### config.mk
export PLATFORM = sky130hd
export DESIGN_NAME = logic_unit_pipe
export DESIGN_NICKNAME = d
export VERILOG_FILES = /design/src/rtl/logic_unit_pipe.sv
export SDC_FILE = /design/constraint.sdc
export NUM_CORES = 1
export LEC_CHECK = 0
export ABC_AREA = 1
export ABC_CLOCK_PERIOD_IN_PS = 2220
export CAP_MARGIN = 10
export CORE_ASPECT_RATIO = 2
export CORE_MARGIN = 2
export CORE_UTILIZATION = 44
export DETAILED_ROUTE_END_ITERATION = 8
export PLACE_DENSITY = 0.7
export SYNTH_ARGS = -nofsm -noshare
export SYNTH_HDL_FRONTEND = slang
export SYNTH_SLANG_ARGS = --single-unit
### constraint.sdc
create_clock -name clk -period 2.22 [get_ports clk]
set_input_delay 0.444 -clock clk [delete_from_list [all_inputs] [get_ports clk]]
set_output_delay 0.444 -clock clk [all_outputs]
set_load 0.05 [all_outputs]
### src/rtl/logic_unit_pipe.sv
// logic_unit_pipe: registered WIDTH-bit bitwise logic unit with a 2-entry
// (main + skid) output buffer and a saturating operand-equality counter.

// One bit-lane of the logic function; replicated WIDTH times by the top.
module logic_unit_lane (
    input  logic [2:0] op,
    input  logic       a,
    input  logic       b,
    output logic       y
);
    // Select one of the eight two-operand functions for this bit.
    always_comb begin
        y = a;
        case (op)
            3'b000: y = a & b;
            3'b001: y = a | b;
            3'b010: y = a ^ b;
            3'b011: y = ~(a ^ b);
            3'b100: y = ~(a & b);
            3'b101: y = ~(a | b);
            3'b110: y = ~a;
            3'b111: y = a;
            default: y = a;
        endcase
    end
endmodule

module logic_unit_pipe #(
    parameter int WIDTH = 8,
    parameter int CNT_W = 8
) (
    input  logic             clk,
    input  logic             rst_n,
    input  logic             in_valid,
    output logic             in_ready,
    input  logic [2:0]       op,
    input  logic [WIDTH-1:0] a,
    input  logic [WIDTH-1:0] b,
    output logic             out_valid,
    input  logic             out_ready,
    output logic [WIDTH-1:0] y,
    output logic             y_all,
    output logic [CNT_W-1:0] eq_cnt,
    input  logic             cnt_clr
);
    // One buffered result: data word, its all-ones flag, and occupancy.
    typedef struct packed {
        logic [WIDTH-1:0] res;
        logic             all;
        logic             vld;
    } entry_t;

    entry_t           main_q, main_d;
    entry_t           skid_q, skid_d;
    entry_t           new_e;
    logic [WIDTH-1:0] res_c;
    logic             in_acc;
    logic             out_acc;
    logic [CNT_W-1:0] cnt_q;

    genvar gi;
    generate
        for (gi = 0; gi < WIDTH; gi++) begin : g_lane
            logic_unit_lane u_lane (
                .op (op),
                .a  (a[gi]),
                .b  (b[gi]),
                .y  (res_c[gi])
            );
        end
    endgenerate

    // Ready depends only on the skid register, so downstream stalls never
    // reach in_ready combinationally.
    assign in_ready  = ~skid_q.vld;
    assign in_acc    = in_valid & in_ready;
    assign out_acc   = main_q.vld & out_ready;
    assign out_valid = main_q.vld;
    assign y         = main_q.res;
    assign y_all     = main_q.all;
    assign eq_cnt    = cnt_q;

    // Entry built from this cycle's operands.
    always_comb begin
        new_e     = '0;
        new_e.res = res_c;
        new_e.all = &res_c;
        new_e.vld = 1'b1;
    end

    // Buffer next state: skid always refills main before new data so
    // results leave in acceptance order.
    always_comb begin
        main_d = main_q;
        skid_d = skid_q;
        if (!main_q.vld) begin
            if (in_acc) main_d = new_e;
        end else if (out_acc) begin
            if (skid_q.vld) begin
                main_d     = skid_q;
                skid_d.vld = 1'b0;
            end else if (in_acc) begin
                main_d = new_e;
            end else begin
                main_d.vld = 1'b0;
            end
        end else if (in_acc) begin
            skid_d = new_e;
        end
    end

    // Buffer registers; reset discards anything in flight.
    always_ff @(posedge clk or negedge rst_n) begin
        if (!rst_n) begin
            main_q <= '0;
            skid_q <= '0;
        end else begin
            main_q <= main_d;
            skid_q <= skid_d;
        end
    end

    // Saturating count of accepted identical operand pairs; clear wins.
    always_ff @(posedge clk or negedge rst_n) begin
        if (!rst_n) begin
            cnt_q <= '0;
        end else if (cnt_clr) begin
            cnt_q <= '0;
        end else if (in_acc && (a == b) && !(&cnt_q)) begin
            cnt_q <= cnt_q + 1'b1;
        end
    end
endmodule
; Word level (Yosys, flattened, before mapping)
; Index checks and enable logic that the tools add are counted.
[classes]
n_addsub = 1
n_eq_ne = 10
muxes = 18
n_bitwise = 60
reduce_logical = 12
[ops]
columns = operator, n
row1 = case mux 1 bit (8 select lines), 8
row2 = two-way mux 10 bit, 4
row3 = inverter 1 bit, 34
row4 = two-way mux 8 bit, 2
row5 = AND reduction 8 bit, 2
row6 = == test 3 bit (second input constant), 4
row7 = AND 1 bit, 10
row8 = two-way mux 9 bit, 1
row9 = adder 8 x 1 -> 8 bit (second input constant), 1
row10 = == test 8 bit, 1
row11 = bitwise OR 1 bit, 8
row12 = bitwise XOR 1 bit, 8
row13 = == test 3 x 2 -> 1 bit (second input constant), 2
row14 = AND reduction 3 bit, 2
row15 = nonzero test 2 bit, 3
row16 = == test 3 x 1 -> 1 bit (second input constant), 1
row17 = zero test 3 bit, 1
row18 = two-way mux 1 bit, 3
row19 = != test 3 bit (second input constant), 1
row20 = logical AND 1 bit, 2
row21 = != test 2 x 1 -> 1 bit (second input constant), 1
row22 = AND reduction 2 bit, 1
row23 = zero test 1 bit, 1
[word_totals]
regBits = 28
in_bits = 24
output_inout_bits = 19
wordCells = 108

; Logic depth before layout (Yosys ltp)
[depth]
ltp_word = 8
ltp_mapped = 14
mapped_depth_nobuf = 14

; Modules after synthesis
; A second synthesis with hierarchy kept.
[hier_totals]
cells_unflattened = 409
area_unflattened_um2 = 2543.7
[modules_own_cells]
columns = module, instances, cells_per_inst, area_each_um2, seq_area_each_um2
row1 = logic_unit_pipe, 1, 241, 1712.9, 700.7
row2 = logic_unit_lane, 8, 21, 103.8, 0.0

; Worst setup path after synthesis
; Ideal clock, no wire load.
[synth_timing]
path_type = flip-flop to flip-flop
start = register cnt_q[0] (netlist: eq_cnt[0])
end = register cnt_q[6] (netlist: eq_cnt[6])
setup_time_ns = 0.097
arrival_time_ns = 1.796
required_ns = 2.123
slack_ns = 0.327
path_stages_with_launch = 10
path_buffers = 0
synth_period_minus_slack_ns = 1.893
cell_sequence = dfrtp_1 ha_1 nand2_1 nor2_1 nand3_1 nand4_1 nand2_1 inv_1 nand2_1 o31ai_1
[synth_via]
elab_chain_cells = 4
word_cells_on_any_way = 7
classes_between = add/sub (1) / mux (2) / reduce/logical (4)
[synth_rtl]
columns = item, line
row1 = start: declaration, 59  ; logic [CNT_W-1:0] cnt_q;
row2 = start signal: assignment, 130  ; cnt_q <= cnt_q + 1'b1;
row3 = "parallel branches: the longest is 4 deep, another holds adder 8 x 1 -> 8 bit", n/a
; Several ways; the timed one is not identified. The select of a mux whose other input is x is not followed.
; A chain may end at the register's enable or synchronous reset.

; Final worst setup path
[layout_timing]
start = input a[2]
end = register cnt_q[5] (netlist: eq_cnt[5])
[layout_via]
elab_chain_cells = 4
[layout_rtl]
columns = item, line
row1 = start: declaration, 37  ; input logic [WIDTH-1:0] a,
row2 = == test 8 bit, 129  ; end else if (in_acc && (a == b) && !(&cnt_q)) begin
row3 = logical AND 1 bit (2 in series), 129
row4 = nonzero test 2 bit (no line), n/a
; Every way passes these cells.

==> run_results.csv <==
group,metric,value,unit
status,status,"completed",
clock_network,cts_made_buffers,3,
critical_path,start_kind,"primary input",
finish,final_cells,453,
drt,wl,5697,µm
drt,drt_first_pass_iters,4,
floorplanning,core_area,4820,µm²
finish,num_antenna_cells,0,
place,place.gp.congestion,0.9156,
drt,route.met3.wl,89,µm
logic_synthesis,ys_types,28,
timing,finalSetupTns,0,ns
critical_path,critPathLaunch,"a[2]",
place,placed_cells_incl_taps,449,
critical_path,crit_required,2.43,ns
logic_synthesis,ys_top_cells_by_area,"dfrtp_1, nand2_1, ha_1",
critical_path,end_kind,"register",
logic_synthesis,ys_ff_latch,28,
critical_path,critPathMaxFanout,8,
timing,tightestPinTransition,0.4939,ns
finish,drive_above_1_share,16.41,%
floorplanning,num_io_pins,43,
timing,hold_viol,0,
clock_network,clock-sinks,28,
drt,wl_met2,3365,µm
global_route,grt_use_total,22.94,%
drt,ant_nets,0,
logic_synthesis,yosys.area.top_type,"dfrtp_1",
clock_network,postCtsSetupBuffers,0,
drt,post_drt_via_cell_ratio,5.066,
place,place_ws,-0.2008,ns
timing,min_period,2.061,ns
finish,layout_common_cells,"nand2_1, nor2_1, buf_4, inv_1, clkdlybuf4s50_1",
finish,nNetsFinal,438,
logic_synthesis,synth.net_count,353,
logic_synthesis,ys_warn_count,0,
run,max_cap_violations,0,
timing,slew_viol_final,0,
drt,wl_met1,2126,µm
finish,final_common_cell,"nand2_1",
clock_network,clock_latency,0.28,ns
finish,fin_area,3068,µm²
global_route,grt_max_degree,29,
clock_network,cts_max_path_buffers,2,
logic_synthesis,synth.avg_cell_area,6.954,µm²
floorplanning,start_util,45.02,%
global_route,grt_pass1_wl,9515,µm
timing,setup_viol,0,
timing,relSlewSlack,66.97,%
logic_synthesis,synthCells,312,
floorplanning,fp.dieArea,5543,µm²
pwr,leakagePower,1.570,nW
drt,wl_per_cell,12.58,µm
floorplanning,die_w,53.66,µm
drt,drc,0,
global_route,grt.overflow.total,0,
place,place_area,2985,µm²
timing,skew,0.007765,ns
clock_network,cts_tree,"done",
place,dp_hpwl,4745,µm
floorplanning,core.rowCount,36,
pwr,power-per-cell-area,813.4,nW/µm²
clock_network,cts_root_buf,"clkbuf_8",
global_route,antenna_found_initial,0,
finish,areaGrowthSynthToFinish,41.41,%
floorplanning,die_y,103.3,µm
critical_path,rr_worst_depth,6,
pwr,ir_drop,0.7942,mV
global_route,first_global_vias,2230,
timing,max_freq,0.4852,GHz
timing,layout_worst_path_cycle_share,92.83,%
finish,n_fill_cell,443,
worst_hold_path,min_path_cells,2,
clock_network,h-tree-depth,1,
logic_synthesis,syn-cell-area,2170,µm²
critical_path,r2r-start,"skid_q[0]",
clock_network,clkTransAtPathRegs,0.10,ns
worst_hold_path,min_path_type,"register to register",
timing,worst_slack,0.1592,ns
logic_synthesis,yosysSeqAreaShare,32.30,%
critical_path,worst-setup-path-type,"primary input to register",
drt,top_layer,"met4",
drt,vias,2295,
critical_path,crit_arrival,2.27,ns
worst_hold_path,worstHoldStart,"y_all",
drt,drt_iter0_drc,36,
logic_synthesis,netlist.area_leader.share,32.30,%
place,io_buffers,42,
timing,rsz0062_at_grt,"true",
==> worst paths after layout <==
kind / to / slack [ns]
min in group asynchronous: skid_q[0] / 0.53
hold / removal: y_all / 0.49
hold reg to reg: y_all / 0.49
max in group asynchronous: skid_q[5] / 1.42
setup / recovery: eq_cnt[5] / 0.16
setup reg to reg: y[4] / 0.61
==> flip-flops by register name (all words and copies together) (netlist names) <==
name / flops
eq_cnt: 8
y: 8
skid_q: 10
out_valid: 1
y_all: 1
==> through the flow <==
step | power (mW) | util (%) | hold WS, ns
2_1_floorplan | 1.596 | - | 0.1484
3_3_place_gp | 2.067 | 61.94 | 0.4650
3_5_place_dp | 2.105 | 61.94 | 0.4748
4_1_cts | 2.514 | 63.42 | 0.4993
5_1_grt | 2.656 | 63.66 | 0.5238
6_report | 2.496 | 63.66 | 0.4900
==> critical path, stage by stage <==
cell	delay [ns]
clkdlybuf4s50_1	0.48
inv_1	0.06
ha_1	0.31
nor4_2	0.30
nand4_1	0.12
buf_4	0.17
nor3_1	0.19
nand2_1	0.08
a21oi_1	0.12
==> where the power goes <==
group	switching, mW	internal, mW	total [mW]
registers	0.102	0.679	0.780
logic	0.811	0.503	1.31
clock network	0.159	0.242	0.401
==> kinds of logic after synthesis <==
family / share of synthesized area (%)
simple gates: 30.68
flops: 32.30
buf+inv: 9.803
mux: 4.556
compound gates: 11.25
fa+ha+maj: 9.804
xor+xnor: 1.615
==> metal layers <==
layer  GRT usage (%)  vias to the layer above
met5               0                        -
met4           8.284                        0
met3          0.8621                        8
met2           45.87                       46
met1           23.72                     1053
li1                -                     1188
==> cell usage after synthesis <==
cell type,count
nand2_1,72
nor2_1,45
inv_1,43
dfrtp_1,28
nand3_1,18
ha_1,17
nand4_1,14
a21oi_1,13
o21ai_0,10
a31oi_1,8
o21ai_1,8
mux2_2,6
clkbuf_1,3
inv_2,3
o31ai_1,3
xnor2_1,3
buf_2,2
buf_4,2
mux2i_1,2
nand3_2,2
nor2_2,2
nor3_1,2
a21boi_1,1
clkinv_1,1
mux2_1,1
nor4_1,1
o21ai_2,1
xor2_1,1
==> repair_timing <==
| item | CTS | global route |
|---|---|---|
| hold buffers | 0 | 0 |
| gates resized for setup | 0 | 3 |
| setup endpoints to repair | 0 | 6 |
==> layout make-up <==
class                           count  area [µm²]  share of cell area (%)
Timing Repair Buffer               87       785.8                   25.61
Inverter                           47       176.4                   5.750
Clock buffer                        3       41.29                   1.346
Clock inverter                      1       30.03                  0.9788
Multi-Input combinational cell    230        1262                   41.15
Sequential cell                    28       700.7                   22.84
Tap cell                           57       71.32                   2.325
(Power assumes the default switching activity.)
